## config.mk

```make
export PLATFORM = sky130hd
export DESIGN_NAME = llr_frame_packer
export DESIGN_NICKNAME = d
export VERILOG_FILES = /design/src/rtl/ml_pkg.sv /design/src/rtl/frm_fifo.sv /design/src/rtl/llr_frame_packer.sv
export SDC_FILE = /design/constraint.sdc
export NUM_CORES = 1
export LEC_CHECK = 0
export BUFFER_PORTS_ARGS = -buffer_cell sky130_fd_sc_hd__buf_2
export CORE_UTILIZATION = 61
export DETAILED_ROUTE_END_ITERATION = 16
export GPL_ROUTABILITY_DRIVEN = 0
export MAX_ROUTING_LAYER = met4
export PLACE_DENSITY_LB_ADDON = 0.25
export SETUP_SLACK_MARGIN = 0.1
export SYNTH_ARGS = -nofsm -noshare
export SYNTH_HDL_FRONTEND = slang
export SYNTH_SLANG_ARGS = --single-unit
```

## constraint.sdc

```tcl
create_clock -name i_clk -period 3.21 [get_ports i_clk]
set_clock_uncertainty 0.05 [all_clocks]
set_input_delay 0.1605 -clock i_clk [delete_from_list [all_inputs] [get_ports i_clk]]
set_output_delay 0.1605 -clock i_clk [all_outputs]
set_load 0.03 [all_outputs]
```

## src/rtl/ml_pkg.sv

```systemverilog
// Shared types for the LLR frame packer: LLR geometry, the packed frame record
// and the per-LLR consistency check.
package ml_pkg;

  localparam int LLR_W = 8;
  localparam int N_LLR = 8;
  localparam int IDX_W = $clog2(N_LLR);

  typedef struct packed {
    logic                   err;
    logic [N_LLR-1:0]       hb;
    logic [N_LLR*LLR_W-1:0] llr;
  } frm_t;

  // An LLR of zero carries no decision; otherwise its sign must agree with the hard bit.
  function automatic logic llr_err(input logic [LLR_W-1:0] llr, input logic hb);
    return (llr == {LLR_W{1'b0}}) | (llr[LLR_W-1] != hb);
  endfunction

endpackage

```

## src/rtl/frm_fifo.sv

```systemverilog
// Register-array FIFO of packed frames with asynchronous read at the read pointer.
// Push is ignored when full and pop when empty.
module frm_fifo
  import ml_pkg::*;
#(
  parameter int DEPTH = 4
) (
  input  logic i_clk,
  input  logic i_reset_n,
  input  logic i_push,
  input  frm_t i_data,
  input  logic i_pop,
  output frm_t o_data,
  output logic o_full,
  output logic o_empty
);

  localparam int PW = (DEPTH > 1) ? $clog2(DEPTH) : 1;
  localparam int CW = $clog2(DEPTH + 1);

  frm_t          r_mem [DEPTH];
  logic [PW-1:0] r_wr_ptr;
  logic [PW-1:0] r_rd_ptr;
  logic [CW-1:0] r_count;
  logic          w_push;
  logic          w_pop;

  assign o_full  = (r_count == CW'(DEPTH));
  assign o_empty = (r_count == {CW{1'b0}});
  assign w_push  = i_push & ~o_full;
  assign w_pop   = i_pop & ~o_empty;
  assign o_data  = r_mem[r_rd_ptr];

  // Storage, pointers and occupancy; pointers wrap naturally since DEPTH is a power of two.
  always_ff @(posedge i_clk or negedge i_reset_n) begin
    if (!i_reset_n) begin
      for (int i = 0; i < DEPTH; i++) begin
        r_mem[i] <= {$bits(frm_t){1'b0}};
      end
      r_wr_ptr <= {PW{1'b0}};
      r_rd_ptr <= {PW{1'b0}};
      r_count  <= {CW{1'b0}};
    end else begin
      if (w_push) begin
        r_mem[r_wr_ptr] <= i_data;
        r_wr_ptr        <= r_wr_ptr + PW'(1);
      end
      if (w_pop) begin
        r_rd_ptr <= r_rd_ptr + PW'(1);
      end
      case ({w_push, w_pop})
        2'b10:   r_count <= r_count + CW'(1);
        2'b01:   r_count <= r_count - CW'(1);
        default: r_count <= r_count;
      endcase
    end
  end

endmodule

```

## src/rtl/llr_frame_packer.sv

```systemverilog
// Collects N_LLR serial (LLR, hard bit) pairs into one frame, flags inconsistent
// frames, and buffers complete frames for the channel decoder.
module llr_frame_packer
  import ml_pkg::*;
#(
  parameter int DEPTH = 4
) (
  input  logic                   i_clk,
  input  logic                   i_reset_n,
  input  logic                   i_llr_vld,
  output logic                   o_llr_rdy,
  input  logic [LLR_W-1:0]       i_llr,
  input  logic                   i_hard_bit,
  output logic                   o_frm_vld,
  input  logic                   i_frm_rdy,
  output logic [LLR_W*N_LLR-1:0] o_frm_llr,
  output logic [N_LLR-1:0]       o_frm_hb,
  output logic                   o_frm_err,
  output logic                   o_err_sticky
);

  logic [N_LLR*LLR_W-1:0] r_llr;
  logic [N_LLR-1:0]       r_hb;
  logic                   r_err;
  logic [IDX_W-1:0]       r_idx;
  logic                   r_sticky;

  logic                   w_xfer;
  logic                   w_last;
  logic                   w_full;
  logic                   w_empty;
  logic                   w_pop;
  frm_t                   w_frm;
  frm_t                   w_head;

  // Readiness comes from registered state only: only the closing slot waits for room.
  assign w_last    = (r_idx == IDX_W'(N_LLR - 1));
  assign o_llr_rdy = ~w_last | ~w_full;
  assign w_xfer    = i_llr_vld & o_llr_rdy;
  assign o_frm_vld = ~w_empty;
  assign w_pop     = o_frm_vld & i_frm_rdy;

  // Frame as it stands once the current LLR is merged into slot r_idx.
  always_comb begin
    w_frm = {$bits(frm_t){1'b0}};
    for (int k = 0; k < N_LLR; k++) begin
      if (r_idx == IDX_W'(k)) begin
        w_frm.llr[k*LLR_W +: LLR_W] = i_llr;
        w_frm.hb[k]                 = i_hard_bit;
      end else begin
        w_frm.llr[k*LLR_W +: LLR_W] = r_llr[k*LLR_W +: LLR_W];
        w_frm.hb[k]                 = r_hb[k];
      end
    end
    w_frm.err = r_err | llr_err(i_llr, i_hard_bit);
  end

  // Assembly register, slot index and sticky error flag.
  always_ff @(posedge i_clk or negedge i_reset_n) begin
    if (!i_reset_n) begin
      r_llr    <= {(N_LLR*LLR_W){1'b0}};
      r_hb     <= {N_LLR{1'b0}};
      r_err    <= 1'b0;
      r_idx    <= {IDX_W{1'b0}};
      r_sticky <= 1'b0;
    end else if (w_xfer) begin
      r_llr <= w_frm.llr;
      r_hb  <= w_frm.hb;
      if (w_last) begin
        r_idx    <= {IDX_W{1'b0}};
        r_err    <= 1'b0;
        r_sticky <= r_sticky | w_frm.err;
      end else begin
        r_idx <= r_idx + IDX_W'(1);
        r_err <= w_frm.err;
      end
    end
  end

  frm_fifo #(
    .DEPTH(DEPTH)
  ) u_fifo (
    .i_clk    (i_clk),
    .i_reset_n(i_reset_n),
    .i_push   (w_xfer & w_last),
    .i_data   (w_frm),
    .i_pop    (w_pop),
    .o_data   (w_head),
    .o_full   (w_full),
    .o_empty  (w_empty)
  );

  assign o_frm_llr    = w_head.llr;
  assign o_frm_hb     = w_head.hb;
  assign o_frm_err    = w_head.err;
  assign o_err_sticky = r_sticky;

endmodule

```

# [Yosys cells after proc, flatten, opt, wreduce, memory -nomap -nowiden]
# Cells that the tools add are included.
[word_totals] ff_bits=376 input_bits=13 output_inout_bits=76 elab_cells=84
[op_classes] addsub=5 order_cmp=3 n_eq_ne=11 mux=25 bitwise_logic=14 reduce_logical=6
[ops] op="292-bit bitwise mux" count=1
[ops] op="73-bit two-way mux" count=3
[ops] op="73-bit binary-select mux with 2-bit select" count=1
[ops] op="73-bit demux with 2-bit select" count=1
[ops] op="8-bit two-way mux" count=8
[ops] op="3-bit == test, second input constant" count=5
[ops] op="1-bit two-way mux" count=9
[ops] op="8-bit zero test" count=1
[ops] op="3-bit by 1-bit adder with 3-bit output, second input constant" count=2
[ops] op="3-bit by 2-bit == test with 1-bit output, second input constant" count=2
[ops] op="3-bit greater-or-equal comparator, second input constant" count=2
[ops] op="3-bit zero test" count=2
[ops] op="2-bit inverter with 3-bit output" count=2
[ops] op="3-bit case mux with 2 select lines" count=1
[ops] op="1-bit bitwise AND" count=5
[ops] op="2-bit by 1-bit adder with 2-bit output, second input constant" count=2
[ops] op="1-bit OR" count=4
[ops] op="3-bit by 1-bit == test with 1-bit output, second input constant" count=1
[ops] op="3-bit by 1-bit < comparator with 1-bit output, second input constant" count=1
[ops] op="3-bit two-way mux" count=1
[ops] op="1-bit inverter" count=3
[ops] op="3-bit by 1-bit subtractor with 3-bit output, second input constant" count=1
[ops] op="2-bit by 1-bit == test with 1-bit output, second input constant" count=1
[ops] op="2-bit == test, second input constant" count=1
[ops] op="4 further kinds" count=4

# [Logic depth before layout (Yosys ltp)]
[depth] ltp_word=8 mapped_depth=11 ltp_nobuf=9

# [Cells and area by module]
# From an unflattened synthesis, not the netlist that was laid out.
[unflattened] hier_cells=1059 area_unflattened_um2=17081.4
[by_module_without_submodules] module="frm_fifo" n_inst=1 cells_per_inst=741 area_each_um2=13112.6 seq_area_each_um2=7482.2
[by_module_without_submodules] module="llr_frame_packer" n_inst=1 cells_per_inst=318 area_each_um2=3968.8 seq_area_each_um2=1926.8

# [Least setup slack after synthesis]
# No wires, ideal clock.
[synth_path] path_kind="reg2reg" from="reg r_idx[0]" to="reg u_fifo.r_count[2]" setup_ns=0.079 arrival_ns=2.357 t_required_ns=3.081 slack_ns=0.724 stages_incl_launch_ff=12 n_path_buf=2 period_less_slack_ns=2.486 cell_sequence="dfrtp_1 ha_1 ha_1 buf_2 buf_1 nand3_1 ha_1 inv_1 fa_1 xor2_1 nor2_1 xor2_1"
[synth_between] elab_chain_cells=8 elab_cells_between_ends=10 classes_between="eq/ne: 3; mux: 1; bitwise: 5; reduce/logical: 1"
[synth_rtl] element="start, declared" line_no="llr_frame_packer.sv:25" text="logic [IDX_W-1:0] r_idx;"
[synth_rtl] element="start signal, assigned" line_no="llr_frame_packer.sv:64" text="r_idx <= {IDX_W{1'b0}};"
[synth_rtl] element="start signal, assigned" line_no="llr_frame_packer.sv:70" text="r_idx <= {IDX_W{1'b0}};"
[synth_rtl] element="start signal, assigned" line_no="llr_frame_packer.sv:74" text="r_idx <= r_idx + IDX_W'(1);"
[synth_rtl] element="3-bit == test *" line_no="llr_frame_packer.sv:37" text="assign w_last = (r_idx == IDX_W'(N_LLR - 1));"
[synth_rtl] element="1-bit inverter" line_no="llr_frame_packer.sv:38" text="assign o_llr_rdy = ~w_last | ~w_full;"
[synth_rtl] element="1-bit OR" line_no="llr_frame_packer.sv:38"
[synth_rtl] element="1-bit bitwise AND" line_no="llr_frame_packer.sv:39" text="assign w_xfer = i_llr_vld & o_llr_rdy;"
[synth_rtl] element="1-bit bitwise AND *" line_no="llr_frame_packer.sv:85" text=".i_push (w_xfer & w_last),"
[synth_rtl] element="1-bit bitwise AND *" line_no="frm_fifo.sv:30" text="assign w_push = i_push & ~o_full;"
[synth_rtl] element="2-bit by 1-bit == test with 1-bit output / 2-bit == test (equally long branches)" line_no="frm_fifo.sv:51" text="case ({w_push, w_pop})"
[synth_rtl] element="3-bit case mux with 2 select lines / 2-bit nonzero test (equally long branches)"
[synth_rtl] element="end signal, assigned" line_no="frm_fifo.sv:52" text="2'b10: r_count <= r_count + CW'(1);"
[synth_rtl] element="end signal, assigned" line_no="frm_fifo.sv:53" text="2'b01: r_count <= r_count - CW'(1);"
[synth_rtl] element="end signal, assigned" line_no="frm_fifo.sv:54" text="default: r_count <= r_count;"
[synth_rtl] element="end, declared" line_no="frm_fifo.sv:24" text="logic [CW-1:0] r_count;"
# Every way passes the cells marked *; elsewhere a longest branch is shown, timed or not.
# A chain may end at the register's enable or synchronous reset.

# [Worst setup path in the final report]
[layout_path] from="reg u_fifo.r_rd_ptr[0]" to="out o_frm_llr[32]"
[layout_between] elab_chain_cells=4
[layout_rtl] element="start, declared" line_no="frm_fifo.sv:23" text="logic [PW-1:0] r_rd_ptr;"
[layout_rtl] element="start signal, assigned" line_no="frm_fifo.sv:41" text="r_rd_ptr <= {PW{1'b0}};"
[layout_rtl] element="start signal, assigned" line_no="frm_fifo.sv:49" text="r_rd_ptr <= r_rd_ptr + PW'(1);"
[layout_rtl] element="2-bit inverter with 3-bit output (not written as such)" line_no="frm_fifo.sv:32" text="assign o_data = r_mem[r_rd_ptr];"
[layout_rtl] element="73-bit binary-select mux with 2-bit select" line_no="frm_fifo.sv:32"
[layout_rtl] element="73-bit two-way mux (not written as such) (2 in a row)" line_no="frm_fifo.sv:32"
[layout_rtl] element="end, declared" line_no="llr_frame_packer.sv:16" text="output logic [LLR_W*N_LLR-1:0] o_frm_llr,"
# No other way between the ends. The select of a mux whose other input is x is not followed.

==> impl_results.rst <==
.. list-table::
   :header-rows: 1

   * - Metric
     - Value
   * - Launch point of the worst hold path
     - i_llr_vld
   * - Horizontal die dimension
     - between 150 and 200 um
   * - Leakage Power
     - between 0.009 and 0.01 uW
   * - Growth of design area from synthesis to finish
     - 13.1%
   * - Req. time, crit path
     - roughly 3 ns
   * - Max transition margin
     - around half
   * - Row cnt
     - 60
   * - # setup viols final
     - 0
   * - Fin worst setup slack
     - between 0.5 and 0.6 ns
   * - Data arrival time of the critical path
     - 2.47 ns
   * - Core region area
     - roughly 0.027 mm^2
   * - TritonCTS clock tree
     - built
   * - Antenna violations before repair
     - 0
   * - Wirelength, routed
     - around 34000 um
   * - Global-route wire length before repair
     - 55000 um
   * - Deepest clock path buffer count
     - 3
   * - Overall via count from detail_route
     - 9056
   * - Clock root buffer
     - clkbuf_16
   * - Count of inserted antenna diode cells
     - 0
   * - Synthesized area
     - between 0.015 and 0.02 mm^2
   * - Number of nets produced by synthesis
     - about 1000
   * - Post-CTS clock slew at the launch and capture registers of the worst setup and hold paths
     - about 0.060 ns
   * - Part of the total power dissipated in the clock network
     - approximately 22%
   * - CP Max Fanout
     - 24
   * - Die outline area
     - roughly 0.028 mm^2
   * - Final Hold Vio Count
     - 0
   * - Final Cycle Share
     - between 80 and 90%
   * - Flip-flop and latch count after synthesis
     - ~380
   * - Number of top-level pins
     - ~90
   * - Worst supply voltage drop on vdd
     - 0.690 mV
   * - Count of antenna-violating nets left after detailed routing
     - 0
   * - Syn. warnings
     - 0
   * - Maximum number of pins on one net before global-route repair
     - 93
   * - Hold path cells
     - 2
   * - Minimum setup slack after placement
     - 0.635 ns
   * - Psw
     - 7250 uW
   * - Maximum achievable frequency
     - 0.373 GHz
   * - Overall fraction of global-route tracks in use
     - roughly a quarter
   * - Synthesized area per cell
     - roughly 17 um^2
   * - H-tree depth
     - 2
   * - Worst skew pair latency
     - 0.52 ns
   * - Final Critical Period
     - around 2.7 ns
   * - Vias in the first global route
     - just under 10000
   * - Average routed wire per standard cell
     - ~23 um
   * - Setup Crit Path Kind
     - reg -> out
   * - Number of cells upsized or downsized after cts
     - 0
   * - Clock sink count
     - ~380
   * - Number of buffers inserted by port buffering
     - 88
   * - Setup repair after global routing missed its margin
     - no
   * - Startpoint of the worst register-to-register path
     - r_idx[0]
   * - Routed vias/inst
     - just over 6
   * - Share of post-route cells with drive strength above 1
     - 59.2%
   * - Fraction of the yosys area taken by sequential cells
     - 55.8%
   * - Detailed placement HPWL
     - 20100 um
   * - Internal power of the cells
     - approximately 14000 uW
   * - Outcome
     - complete, no violations
   * - Worst Hold Path EP
     - r_idx[0]
   * - # Max-Cap Violations
     - 0
   * - Gate Count Post-Synth
     - approximately 1000
   * - Capturing element type of the critical path
     - output port
   * - CTS Buf Count
     - 39
   * - Fraction of power consumed by combinational cells
     - between 30% and 40%
   * - Switching part of the total
     - roughly a third
   * - Detailed router's first-iteration violation count
     - around 440
   * - Die outline height
     - approximately 170 um
   * - Pwr Density
     - 1100 mW/mm^2
   * - Min-delay worst type
     - in -> reg
   * - Distinct cells, synth
     - 32
   * - Reg-to-reg slack, setup
     - roughly 0.56 ns
   * - Launching element type of the critical path
     - flip-flop
   * - Max-slew violation total from the final report
     - 0
   * - Transition time of the tightest slew-check pin
     - ~0.75 ns
   * - Reg power frac
     - between 30% and 40%
   * - Initial core utilization
     - a little over three fifths
   * - Cell count of the worst reg-to-reg path
     - 7
   * - Summed negative setup slack over all endpoints
     - 0 ns
   * - First-pass detailed-route iteration total
     - 4
   * - Capturing point of the worst reg2reg path
     - r_llr[47]
   * - DRC violation count after routing
     - 0
   * - NumNets Final
     - between 1000 and 1500
   * - GRT overflow
     - 0
-- per-stage QoR --
step / instances / hold WS (ns) / utilization [%] / area, um^2 / total power, uW
floorplan: 1007 / -0.185 / - / 16900 / 14200
global placement: 1397 / 0.200 / 65.6 / 17700 / 16100
detailed placement: 1397 / 0.200 / 65.6 / 17700 / 16400
CTS: 1467 / 0.00221 / 70.6 / 19100 / 21200
global route: 1467 / 0.0388 / 70.6 / 19100 / 22100
finish: 1467 / 0.0208 / 70.6 / 19100 / 21000
-- layout make-up --
cell class / count / area, um^2
sequential: 376 / 9420
fill: 1792 / 7940
multi-input combinational: 560 / 7050
clock buffer: 62 / 1260
timing repair buffer: 113 / 803
tap: 341 / 427
clock inverter: 7 / 91.3
inverter: 8 / 30.0
-- layer usage --
| layer | track usage (%) | up-vias | part of all wire [%] |
|---|---|---|---|
| met5 | - | - | 0 |
| met4 | 5.69 | 0 | 1.6 |
| li1 | - | 3918 | - |
| met1 | 36.8 | 4924 | 46 |
| met3 | 3.43 | 47 | 3.1 |
| met2 | 41.1 | 167 | 49 |
-- synth_stat cells, drive strengths merged --
library cell / n / area (um^2)
nand2b: 2 / 12.5
dfrtp: 376 / 9410
or3: 1 / 6.26
ha: 11 / 138
clkbuf: 12 / 45.0
mux2i: 1 / 10.0
xnor2: 3 / 26.3
o21ai: 1 / 5.00
a41o: 1 / 10.0
nand2: 6 / 22.5
xor2: 4 / 35.0
or3b: 1 / 8.76
nand3: 1 / 5.00
mux4: 73 / 1640
buf: 51 / 345
nor4: 2 / 12.5
a21boi: 1 / 7.51
nand4: 4 / 85.1
a31oi: 1 / 6.26
o21a: 1 / 7.51
fa: 1 / 20.0
nor2: 2 / 7.51
o31a: 1 / 8.76
nand4bb: 1 / 11.3
inv: 8 / 30.0
a211o: 1 / 8.76
mux2: 438 / 4930
nor2b: 2 / 12.5
-- what timing repair did --
action,in CTS,in global routing
hold buffers,1,0
buffers inserted,0,0
hold endpoints to repair,85,0
-- power groups by stage --
stage          clock, uW  combinational, uW  sequential, uW
2_1_floorplan          0               6680            7470
6_report            4680               8330            7980
5_1_grt             4920               8920            8230
4_1_cts             4750               8430            7970
3_5_place_dp           0               8380            8030
3_3_place_gp           0               8190            7900
-- worst max-delay path, stage by stage, from the launching register on --
cell and delay (ns):
dfrtp_4 0.81, buf_12 0.32, mux4_2 0.58, buf_2 0.20
-- sequential cells by signal, indices dropped and copies added, names as in the netlist --
register	cells
u_fifo.r_count	3
u_fifo.r_wr_ptr	2
r_llr	64
u_fifo.r_rd_ptr	2
o_err_sticky	1
r_hb	8
u_fifo.r_mem	292
r_idx	3
r_err	1
-- worst max-delay path by stage --
stage,from,endpoint,cells past startpoint
floorplan,r_idx[0],u_fifo.r_count[2],11
global placement,u_fifo.r_count[2],u_fifo.r_mem[52],4
detailed placement,r_idx[0],r_llr[53],7
CTS,u_fifo.r_rd_ptr[0],o_frm_hb[5],3
global route,u_fifo.r_rd_ptr[0],o_frm_hb[5],3
finish,u_fifo.r_rd_ptr[0],o_frm_llr[32],3
-- layout by cell type, fill, tap and decap left out, types with 3 or more instances in the layout --
cell	instances
dfrtp_1	374
mux4_2	73
xnor2_1	3
mux2_1	27
nand2_1	5
inv_1	8
buf_12	13
ha_1	11
clkinv_2	3
clkbuf_16	41
xor2_1	4
nand4_4	4
clkbuf_1	5
clkbuf_8	16
buf_2	87
buf_4	11
mux2_2	411
-- logic make-up (layout without fill, tap and decap cells) --
| group | Yosys count | after routing | synth area share, % |
|---|---|---|---|
| AO/OA/AOI/OAI | 7 | 7 | 0.319 |
| XOR/XNOR | 7 | 7 | 0.363 |
| adder cells (fa/ha/maj) | 12 | 12 | 0.934 |
| buffers and inverters | 71 | 190 | 2.49 |
| flip-flops | 376 | 376 | 55.8 |
| multiplexers | 512 | 512 | 39.0 |
| AND/OR/NAND/NOR | 22 | 22 | 1.09 |
Note: power is estimated with default switching activity, not from simulation.
